$ cat config.mk
export PLATFORM = sky130hd
export DESIGN_NAME = io_pad_mux_ctrl
export DESIGN_NICKNAME = d
export VERILOG_FILES = /design/src/rtl/io_pad_mux_ctrl.sv
export SDC_FILE = /design/constraint.sdc
export NUM_CORES = 1
export LEC_CHECK = 0
export CELL_PAD_IN_SITES_DETAIL_PLACEMENT = 1
export CELL_PAD_IN_SITES_GLOBAL_PLACEMENT = 1
export CORE_ASPECT_RATIO = 0.5
export CORE_MARGIN = 3
export CORE_UTILIZATION = 39
export CTS_CLUSTER_SIZE = 20
export DETAILED_ROUTE_END_ITERATION = 6
export GPL_TIMING_DRIVEN = 0
export PLACE_DENSITY_LB_ADDON = 0.08
export SYNTH_ARGS = -nofsm -noshare
export SYNTH_HDL_FRONTEND = slang
export SYNTH_SLANG_ARGS = --single-unit
$ cat constraint.sdc
create_clock -name wb_clk_i -period 3.9 [get_ports wb_clk_i]
set_input_delay 0.78 -clock wb_clk_i [delete_from_list [all_inputs] [get_ports wb_clk_i]]
set_output_delay 0.78 -clock wb_clk_i [all_outputs]
set_load 0.03 [all_outputs]
$ cat src/rtl/io_pad_mux_ctrl.sv
// io_pad_mux_ctrl
//   Shares the user GPIO pads among NUM_FUNC on-chip requester functions.
//   Each pad has a 2-bit function select configured over Wishbone. A select
//   change is never applied directly: the changing pads are first isolated
//   (forced to tristate), held there for GUARD_CYCLES, and only then committed
//   to the new function. No pad is ever driven by two functions, and no pad
//   glitches from one function to another.
//
// Ports
//   wb_clk_i, wb_rst_i   clock, synchronous active-high reset
//   wbs_*                Wishbone slave (single-cycle ack, registered read data)
//   func_out, func_oeb   per-function pad values, function f at [f*NUM_IO +: NUM_IO]
//   io_out, io_oeb       registered pad drive (io_oeb = 1 means tristate)
//   busy                 a change sequence is in progress
//
// Register map (word offset adr[7:2])
//   0 SEL0 pads 0-15, 1 SEL1 pads 16-31, 2 SEL2 pads 32-37 in [11:0]
//   3 STATUS (RO): [0] busy, [2:1] FSM state code
module io_pad_mux_ctrl #(
  parameter int NUM_IO       = 38,
  parameter int NUM_FUNC     = 4,
  parameter int GUARD_CYCLES = 4
) (
  input  logic                       wb_clk_i,
  input  logic                       wb_rst_i,
  input  logic                       wbs_cyc_i,
  input  logic                       wbs_stb_i,
  input  logic                       wbs_we_i,
  input  logic [3:0]                 wbs_sel_i,
  input  logic [31:0]                wbs_adr_i,
  input  logic [31:0]                wbs_dat_i,
  output logic [31:0]                wbs_dat_o,
  output logic                       wbs_ack_o,
  input  logic [NUM_FUNC*NUM_IO-1:0] func_out,
  input  logic [NUM_FUNC*NUM_IO-1:0] func_oeb,
  output logic [NUM_IO-1:0]          io_out,
  output logic [NUM_IO-1:0]          io_oeb,
  output logic                       busy
);

  localparam int SEL_W = 2 * NUM_IO;
  localparam int CNT_W = (GUARD_CYCLES > 1) ? $clog2(GUARD_CYCLES) : 1;

  typedef enum logic [1:0] {
    ST_IDLE    = 2'd0,
    ST_ISOLATE = 2'd1,
    ST_GUARD   = 2'd2,
    ST_COMMIT  = 2'd3
  } state_t;

  state_t            state, state_nxt;
  logic [SEL_W-1:0]  cur_sel, cur_sel_nxt;
  logic [SEL_W-1:0]  tgt_sel, tgt_sel_nxt;
  logic [SEL_W-1:0]  snap_sel, snap_sel_nxt;
  logic [NUM_IO-1:0] mask, mask_nxt;
  logic [NUM_IO-1:0] diff;
  logic [CNT_W-1:0]  cnt, cnt_nxt;

  logic              wb_req;
  logic              wb_wr;
  logic [5:0]        wb_word;
  logic [95:0]       sel_ext;
  logic [31:0]       rd_data;

  logic [NUM_FUNC-1:0][NUM_IO-1:0] func_out_v;
  logic [NUM_FUNC-1:0][NUM_IO-1:0] func_oeb_v;
  logic [NUM_IO-1:0]               pad_out_nxt;
  logic [NUM_IO-1:0]               pad_oeb_nxt;

  assign func_out_v = func_out;
  assign func_oeb_v = func_oeb;

  // Holding off a new request while ack is high gives the 2-cycle transfer.
  assign wb_req  = wbs_cyc_i & wbs_stb_i & ~wbs_ack_o;
  assign wb_wr   = wb_req & wbs_we_i;
  assign wb_word = wbs_adr_i[7:2];
  assign busy    = (state != ST_IDLE);

  // Select fields beyond the last pad read as zero.
  assign sel_ext = 96'(tgt_sel);

  always_comb begin
    rd_data = '0;
    case (wb_word)
      6'd0:    rd_data = sel_ext[31:0];
      6'd1:    rd_data = sel_ext[63:32];
      6'd2:    rd_data = sel_ext[95:64];
      6'd3:    rd_data = {29'd0, state, busy};
      default: rd_data = '0;
    endcase
  end

  // Byte-lane write into the target selects; bits past the last pad have no
  // storage, so writes to them vanish.
  always_comb begin
    tgt_sel_nxt = tgt_sel;
    if (wb_wr) begin
      for (int i = 0; i < SEL_W; i++) begin
        if (wb_word == 6'(i / 32) && wbs_sel_i[(i % 32) / 8])
          tgt_sel_nxt[i] = wbs_dat_i[i % 32];
      end
    end
  end

  always_comb begin
    diff = '0;
    for (int n = 0; n < NUM_IO; n++)
      diff[n] = (tgt_sel[2*n +: 2] != cur_sel[2*n +: 2]);
  end

  always_comb begin
    state_nxt    = state;
    cur_sel_nxt  = cur_sel;
    snap_sel_nxt = snap_sel;
    mask_nxt     = mask;
    cnt_nxt      = cnt;
    case (state)
      ST_IDLE: begin
        // The snapshot freezes the sequence target; later writes only
        // touch tgt_sel and are picked up by the next sequence.
        if (|diff) begin
          mask_nxt     = diff;
          snap_sel_nxt = tgt_sel;
          state_nxt    = ST_ISOLATE;
        end
      end
      ST_ISOLATE: begin
        cnt_nxt   = CNT_W'(GUARD_CYCLES - 1);
        state_nxt = ST_GUARD;
      end
      ST_GUARD: begin
        if (cnt == '0) state_nxt = ST_COMMIT;
        else           cnt_nxt   = cnt - CNT_W'(1);
      end
      ST_COMMIT: begin
        for (int n = 0; n < NUM_IO; n++)
          if (mask[n]) cur_sel_nxt[2*n +: 2] = snap_sel[2*n +: 2];
        mask_nxt  = '0;
        state_nxt = ST_IDLE;
      end
      default: state_nxt = ST_IDLE;
    endcase
  end

  always_comb begin
    pad_out_nxt = '0;
    pad_oeb_nxt = '1;
    for (int n = 0; n < NUM_IO; n++) begin
      if (!mask[n]) begin
        pad_out_nxt[n] = func_out_v[cur_sel[2*n +: 2]][n];
        pad_oeb_nxt[n] = func_oeb_v[cur_sel[2*n +: 2]][n];
      end
    end
  end

  // ---- Bus response stage: ack and read data one cycle after the request
  always_ff @(posedge wb_clk_i) begin
    if (wb_rst_i) begin
      wbs_ack_o <= 1'b0;
      wbs_dat_o <= '0;
    end else begin
      wbs_ack_o <= wb_req;
      wbs_dat_o <= (wb_req && !wbs_we_i) ? rd_data : '0;
    end
  end

  // ---- Sequencer state
  always_ff @(posedge wb_clk_i) begin
    if (wb_rst_i) begin
      state    <= ST_IDLE;
      cur_sel  <= '0;
      tgt_sel  <= '0;
      snap_sel <= '0;
      mask     <= '0;
      cnt      <= '0;
    end else begin
      state    <= state_nxt;
      cur_sel  <= cur_sel_nxt;
      tgt_sel  <= tgt_sel_nxt;
      snap_sel <= snap_sel_nxt;
      mask     <= mask_nxt;
      cnt      <= cnt_nxt;
    end
  end

  // ---- Pad output stage
  always_ff @(posedge wb_clk_i) begin
    if (wb_rst_i) begin
      io_out <= '0;
      io_oeb <= '1;
    end else begin
      io_out <= pad_out_nxt;
      io_oeb <= pad_oeb_nxt;
    end
  end

endmodule

* Word-level counts from Yosys, hierarchy flattened *
Cells that the tools add are included.

cells by class
  add/subtract/negate cells = 1
  order comparisons = 38
  equal/unequal tests = 47
  mux-type cells = 160
  bitwise gates (word level) = 5
  reductions and logical operators = 110

operators by type and width
  operator                                                                      number
  38-bit binary-select mux with 2-bit select                                    76
  32-bit case mux with 4 select lines                                           1
  2-bit by 3-bit less-than comparator with 1-bit output, second input constant  38
  38-bit two-way mux                                                            3
  2-bit AND reduction                                                           52
  2-bit OR reduction                                                            39
  2-bit != test                                                                 38
  38-bit case mux with 2 select lines                                           1
  37-bit two-way mux                                                            2
  36-bit two-way mux                                                            2
  35-bit two-way mux                                                            2
  34-bit two-way mux                                                            2
  33-bit two-way mux                                                            2
  32-bit two-way mux                                                            2
  31-bit two-way mux                                                            2
  30-bit two-way mux                                                            2
  29-bit two-way mux                                                            2
  28-bit two-way mux                                                            2
  27-bit two-way mux                                                            2
  26-bit two-way mux                                                            2
  25-bit two-way mux                                                            2
  24-bit two-way mux                                                            2
  23-bit two-way mux                                                            2
  22-bit two-way mux                                                            2
  other kinds (37)                                                              81

word-level totals
  register bits = 379
  output and inout bits = 110
  word-level logic and storage cells = 491

* Logic depth before layout (Yosys ltp) *
Gate-level depths: netlist of run 1.

  word-level depth = 5
  gate-level depth with buffers = 9
  gate-level depth less buffers = 7

* Worst setup path after synthesis of run 1 *
No wires, ideal clock.

  kind = input -> register
  start = input wbs_adr_i[2]
  end = register tgt_sel[39]
  library setup time = 0.128 ns
  arrival = 2.492 ns
  slack = 1.281 ns
  stages on the path = 8
  buffers on the path = 3
  cells stage by stage = clkbuf_1 > nor2b_1 > clkbuf_1 > and2_1 > clkbuf_1 > nand3_1 > mux2i_1 > nor2_1

on the way
  word-level cells in the longest chain between the ends = 3

RTL lines
  element                                   RTL line  text
  start: declaration                        30        input logic [31:0] wbs_adr_i,
  6-bit by 1-bit == test with 1-bit output  99        if (wb_word == 6'(i / 32) && wbs_sel_i[(i % 32) / 8])
  1-bit logical AND                         99
  2-bit AND reduction (no line)             --
  end signal: assignment                    179       tgt_sel <= tgt_sel_nxt;
  end: declaration                          53        logic [SEL_W-1:0] tgt_sel, tgt_sel_nxt;

No other way between the ends.
A chain may end at the register's enable or synchronous reset.

* Final worst setup path of run 1 *
  start = register cur_sel[23]
  end = register mask[21]

on the way
  word-level cells in the longest chain between the ends = 4

RTL lines
  element                        RTL line  text
  start: declaration             52        logic [SEL_W-1:0] cur_sel, cur_sel_nxt;
  start signal: assignment       178       cur_sel <= cur_sel_nxt;
  2-bit != test                  108       diff[n] = (tgt_sel[2*n +: 2] != cur_sel[2*n +: 2]);
  38-bit OR reduction            121       if (|diff) begin
  2-bit != test (no line)        --
  2-bit AND reduction (no line)  --
  end signal: assignment         181       mask <= mask_nxt;
  end: declaration               55        logic [NUM_IO-1:0] mask, mask_nxt;

No other way between the ends.

==> impl_metrics.yaml, run 1 <==
status:
  status: "complete, no violations"
die:
  initial_utilization_pct: 40.34
  num_io_pins: 487
  die_h_um: 152.1
  core_region_area_um2: 41250
  dieArea_um2: 45330
  die_width_um: 298.1
  rows: 52
finish:
  area.sequential_um2: 7587
  fillers: 4592
  multiInputGateArea_um2: 8538
  finalNonFillerCells: 2716
  fin_nets: 2500
  area_growth_pct: 39.43
  fin_util_pct: 56.24
  drive_gt1_share_pct: 8.807
synth:
  syn_area_um2: 16640
  synthSimpleGateAreaFrac_pct: 19.88
  synth-xor-area-share_pct: 4.001
  synth-adder-area-share_pct: 0.3760
  synthCells: 1620
  synth-compound-area-share_pct: 6.685
  ys_seq_elements: 379
  synth_area_per_cell_um2: 10.27
  synth.most_common_cell: "dfxtp_1"
  synth_edf_count: 0
  synth-async-reset-ratio_pct: 0
  syn-num-nets: 2002
  yosysTopAreaCellShare_pct: 45.60
  synth_largest_area_cell: "dfxtp_1"
  yosysWarnings: 0
  synthFlopType: "dfxtp_1"
  synth_commonest_cells: "dfxtp_1 (379), mux2i_1 (164), nand2b_1 (156), nor2_1 (141), nand2_1 (117)"
  synth_top_family_by_area: "multiplexers"
  ys_types: 41
  synth.area.top_cells: "dfxtp_1 (46%), mux4_2 (10%), mux2i_1 (9.9%)"
  synthMuxAreaShare_pct: 20.15
  yosysSeqAreaShare_pct: 45.60
setup_path:
  startpoint: "cur_sel[23]"
  path_max_fanout: 10
  cp-endpoint: "mask[21]"
  end_kind: "register"
  reg2reg_slack_ps: 170
  r2r_end: "mask[21]"
  reg2reg_from: "cur_sel[23]"
  critPathArrivalTime_ps: 4140
  r2r_cells: 7
  setup.worst_path.start_class: "register"
  crit_required_ps: 4310
  crit_type: "reg -> reg"
min_path:
  hold_path_class: "reg -> reg"
  whs_path_depth: 1
clock_tree:
  htree_levels: 2
  cts_buffers: 37
  cts-root-buf: "clkbuf_16"
  clock-sinks: 379
  post-cts-setup-buffers: 0
  worstSkewPairLatency_ps: 550
  ctsLongestPathBuffers: 3
  cts_tree: "built"
  clkSlewWorstSetupHoldPaths_ps: 60
timing:
  fin_crit_ps: 3733
  tightest_slew_ps: 1015
  fmax_mhz: 267.8
  fin_crit_sh_pct: 95.73
  hold_slack_ps: 470.0
  setup_tns_ps: 0
  relSlewSlack_pct: 32.36
  hold_viol: 0
  clock_skew_ps: 15.15
  rsz0062_at_grt: "false"
  fin_ws_ps: 166.5
  maxSlewViolCount: 0
  setup_viol: 0
routing:
  via_per_inst: 5.292
  first_iter_violations: 817
  detail-route-antenna-nets: 0
  dr.pass1.iters: 5
  remaining_drc_errors: 0
  vias: 14370
  wire_per_inst_um: 23.23
  drt-total-wl_um: 63090
place:
  dp_slack_ps: -176.8
  dp_cells: 2646
  port_buffers: 459
  gp_congestion: 0.8870
  hpwlAfterDp_um: 49870
global_routing:
  grt_pass1_wl_um: 94690
  gr-total-overflow: 0
  antenna_found_initial: 8
  grt_usage_pct: 27.30
  grt_max_degree: 17
  grt_pass1_vias: 15110
pwr:
  power_density_nw_per_um2: 380.7
  p_leak_uw: 0.008055
  ir_drop_v: 0.0002432
flow_run:
  cap_violations: 0
what timing repair did:
item	in CTS	in global routing
endpoints found under the setup margin	30	30
resized for setup	1	4
hold buffers	0	0
state kept, by name, summed over array words and instances (netlist names), 32 cells and up:
| signal | flops |
|---|---|
| cur_sel | 76 |
| snap_sel | 76 |
| tgt_sel | 76 |
| io_oeb | 38 |
| io_out | 38 |
| mask | 38 |
| wbs_dat_o | 32 |
worst max-delay path, stage by stage (launching register included):
cell	delay (ps)
dfxtp_1	370
xnor2_1	800
nand4bb_1	190
nor4_2	530
nand4_2	350
o21ai_2	730
buf_2	500
o22ai_2	110
power by group:
part           leakage [uW]  internal, uW  total, uW  switching, uW
registers           0.00307          3930       3950           24.6
logic               0.00440           636       1210            571
clock network      0.000585          2050       3670           1630
total               0.00805          6610       8830           2220
cell usage in the layout, fill, tap and decap left out, drive strengths merged, types with 44 or more instances in the layout:
master	instances
a21oi	87
clkbuf	124
clkdlybuf4s50	459
dfxtp	379
inv	44
mux2i	164
mux4	76
nand2	117
nand2b	156
nand3	86
nor2	141
xnor2	56
per-stage QoR:
stage	total power [uW]	area (um^2)
2_1_floorplan	4588	16640
3_3_place_gp	5221	21940
3_5_place_dp	5237	21940
4_1_cts	8879	23160
5_1_grt	9115	23200
6_report	8832	23200
worst min-delay path by stage:
stage,start,to,slack (ps)
3_3_place_gp,cnt[0],cnt[0],450
6_report,cnt[0],cnt[0],470
5_1_grt,snap_sel[63],snap_sel[63],490
2_1_floorplan,cnt[0],cnt[0],440
4_1_cts,cnt[0],cnt[0],470
3_5_place_dp,cnt[0],cnt[0],460
cell families after synthesis:
| family | count (synthesis) |
|---|---|
| AO/OA/AOI/OAI | 157 |
| XOR/XNOR | 76 |
| AND/OR/NAND/NOR | 635 |
| multiplexers | 240 |
| buffers and inverters | 128 |
| flip-flops | 379 |
| adder cells (fa/ha/maj) | 5 |
final cells by class:
cell class                 count  share of cell area (%)
antenna                        3                 0.03236
sequential                   379                   32.71
clock buffer                  55                   4.768
inverter                      43                  0.6958
clock inverter                12                  0.4584
timing repair buffer         459                   19.80
buffer                        85                   1.672
multi-input combinational   1113                   36.80
tap                          567                   3.058
routing by layer:
metal / GRT usage (%) / up-vias / part of all wire (%)
met1: 35.09 / 7229 / 43
met2: 45.35 / 401 / 47
met5: 0 / - / 0.021
li1: - / 6672 / -
met4: 5.679 / 2 / 1.7
met3: 8.499 / 68 / 7.9
No activity file was read; power rests on OpenSTA's default activity.
==> run 2, diff against run 1 <==
--- a/config.mk
+++ b/config.mk
@@ -10,6 +10,7 @@
 export CORE_ASPECT_RATIO = 0.5
 export CORE_MARGIN = 3
 export CORE_UTILIZATION = 39
+export CTS_CLUSTER_DIAMETER = 150
 export CTS_CLUSTER_SIZE = 20
 export DETAILED_ROUTE_END_ITERATION = 6
 export GPL_TIMING_DRIVEN = 0
==> run 2 against run 1 <==
  * Global-route usage down 0.40 points
  * Sequential cell count unchanged
  * Register-to-register slack worse by 160 ps
  * Highest routed layer is now met4
  * Via count down 0.38%
  * First-iteration DRC count up 18%
  * Combinational power about the same
  * Worst setup slack worse by 160 ps
  * Largest cell class unchanged
  * Worst hold slack better by 4.2 ps
  * Cell area down 2.9%
  * Power down 15%
  * Sequential power about the same
  * Die area unchanged
==> impl_metrics.yaml, run 2 (synthesis gave the netlist of run 1 again) <==
status:
  status: "complete, no violations"
finish:
  layout_common_cells: "clkdlybuf4s50_1 (459), dfxtp_1 (379), mux2i_1 (164)"
  postLayoutCellArea_um2: 22530
  area_growth_pct: 35.43
  layout_commonest_cell: "clkdlybuf4s50_1"
  drive_gt1_share_pct: 7.133
  finalNonFillerCells: 2672
  fillers: 4627
  reg.largest.list: "cur_sel (76), snap_sel (76), tgt_sel (76)"
  fin_nets: 2485
global_routing:
  grt_max_degree: 21
  antenna_found_initial: 6
  grt_usage_pct: 26.90
  grt_pass1_wl_um: 93890
  grt_pass1_vias: 14900
  gr-total-overflow: 0
die:
  initial_utilization_pct: 40.34
  die_width_um: 298.1
  die_h_um: 152.1
  core_region_area_um2: 41250
  num_io_pins: 487
  rows: 52
  dieArea_um2: 45330
setup_path:
  end_kind: "register"
  max_stage_delay_ps: 760
  setup.worst_path.start_class: "register"
  path_cells: "xnor2_1 -> nand4_1 -> nor4_2 -> nand4_2 -> o21ai_2 -> buf_2 -> o22ai_2"
  slowest_stage: "xnor2_1"
  crit_type: "reg -> reg"
  critPathArrivalTime_ps: 4310
  critical_path.top_delay_family: "simple AND/OR/NAND/NOR gates"
  critPathBufInv: 1
  crit_required_ps: 4310
  path_max_fanout: 10
clock_tree:
  htree_levels: 1
  cts-root-buf: "clkbuf_16"
  clock-sinks: 379
  cts_buffers: 22
  worstSkewPairLatency_ps: 560
  cts_hold_buf: 0
  clkSlewWorstSetupHoldPaths_ps: 90
  cts.repair.resized: 1
  ctsLongestPathBuffers: 3
  post-cts-setup-buffers: 0
  cts_tree: "built"
routing:
  remaining_drc_errors: 0
  vias: 14320
  via_per_inst: 5.358
  wire_per_inst_um: 23.29
  dr.pass1.iters: 5
  first_iter_violations: 961
  detail-route-antenna-nets: 0
  drt-total-wl_um: 62230
place:
  port_buffers: 459
  hpwlAfterDp_um: 49870
  gp_congestion: 0.8870
  dp_cells: 2646
  dpl_cell_area_um2: 21940
timing:
  clock_skew_ps: 18.63
  fin_crit_sh_pct: 99.96
  hold_slack_ps: 474.1
  hold_viol: 0
  setup_viol: 0
  relSlewSlack_pct: 29.26
  fmax_mhz: 256.5
  fin_crit_ps: 3898
  maxSlewViolCount: 0
  tightest_slew_ps: 1061
pwr:
  switching_power_uw: 1931
  power_density_nw_per_um2: 334.9
  p_leak_uw: 0.007751
  internal-power_uw: 5615
  power_frac_seq_pct: 52.3
  ir_drop_v: 0.0002963
  switching_share_pct: 25.59
  p_clk_share_pct: 31.7
  power_frac_comb_pct: 16.0
flow_run:
  cap_violations: 0
min_path:
  hold_path_class: "reg -> reg"
run 2: cell types whose count changed in the layout (fill, tap and decap cells not counted):
cell | previous run | this run
bufinv_16 | 1 | 0
clkbuf_1 | 78 | 70
clkbuf_16 | 39 | 23
clkbuf_8 | 7 | 0
clkinv_2 | 4 | 0
clkinv_4 | 2 | 0
clkinvlp_4 | 4 | 0
diode_2 | 3 | 2
inv_6 | 1 | 0
xnor2_1 | 52 | 56
xnor2_2 | 4 | 0
run 2: power groups by stage:
stage | sequential [uW] | combinational (uW) | clock, uW
floorplan | 4130 | 462 | 0
detailed placement | 4040 | 1200 | 0
finish | 3950 | 1210 | 2390
global placement | 4040 | 1180 | 0
global route | 3960 | 1270 | 2590
CTS | 3950 | 1200 | 2430
run 2: through the flow:
stage          setup TNS, ps  utilization, %  worst slack, ps  total power [uW]
6_report                   0           54.63            1.732              7546
5_1_grt               -9.662           54.62           -5.798              7809
4_1_cts                    0           54.61            187.6              7578
3_5_place_dp           -4913           53.19           -176.8              5237
3_3_place_gp           -2398           53.19           -146.2              5221
2_1_floorplan              0               -             1281              4588
run 2: worst reg2reg max path: cells and delay by family, from the launching register on:
family | cells | cell delay [ps]
compound gates | 2 | 850
xor+xnor | 1 | 760
buf+inv | 1 | 490
flops | 1 | 460
simple gates | 3 | 1210
run 2: final cells by class:
type | count | area [um^2] | share of cell area (%)
multi-input combinational | 1113 | 8508 | 37.76
sequential | 379 | 7587 | 33.67
timing repair buffer | 459 | 4594 | 20.39
tap | 567 | 709.4 | 3.148
clock buffer | 24 | 579.3 | 2.571
buffer | 85 | 387.9 | 1.721
inverter | 43 | 161.4 | 0.7163
antenna | 2 | 5.005 | 0.02221
run 2: metal layers:
metal	up-vias	global-route usage [%]	share of wire [%]
li1	6605	-	-
met1	7247	36.45	44
met2	406	45.53	48
met3	59	5.404	7.0
met4	0	3.786	1.3
met5	-	0	0
run 2: worst paths after layout:
path         slack [ps]        to  cells past startpoint         from
max reg2reg           2  mask[21]                      7  tgt_sel[39]
min                 470    cnt[0]                      1       cnt[0]
min reg2reg         470    cnt[0]                      1       cnt[0]
max                   2  mask[21]                      7  tgt_sel[39]
==> run 3, diff against run 2 <==
--- a/config.mk
+++ b/config.mk
@@ -18,3 +18,4 @@
 export SYNTH_ARGS = -nofsm -noshare
 export SYNTH_HDL_FRONTEND = slang
 export SYNTH_SLANG_ARGS = --single-unit
+export TNS_END_PERCENT = 5
==> results of run 3 <==
Final layout, timing and power as in run 2 (identical DEF).
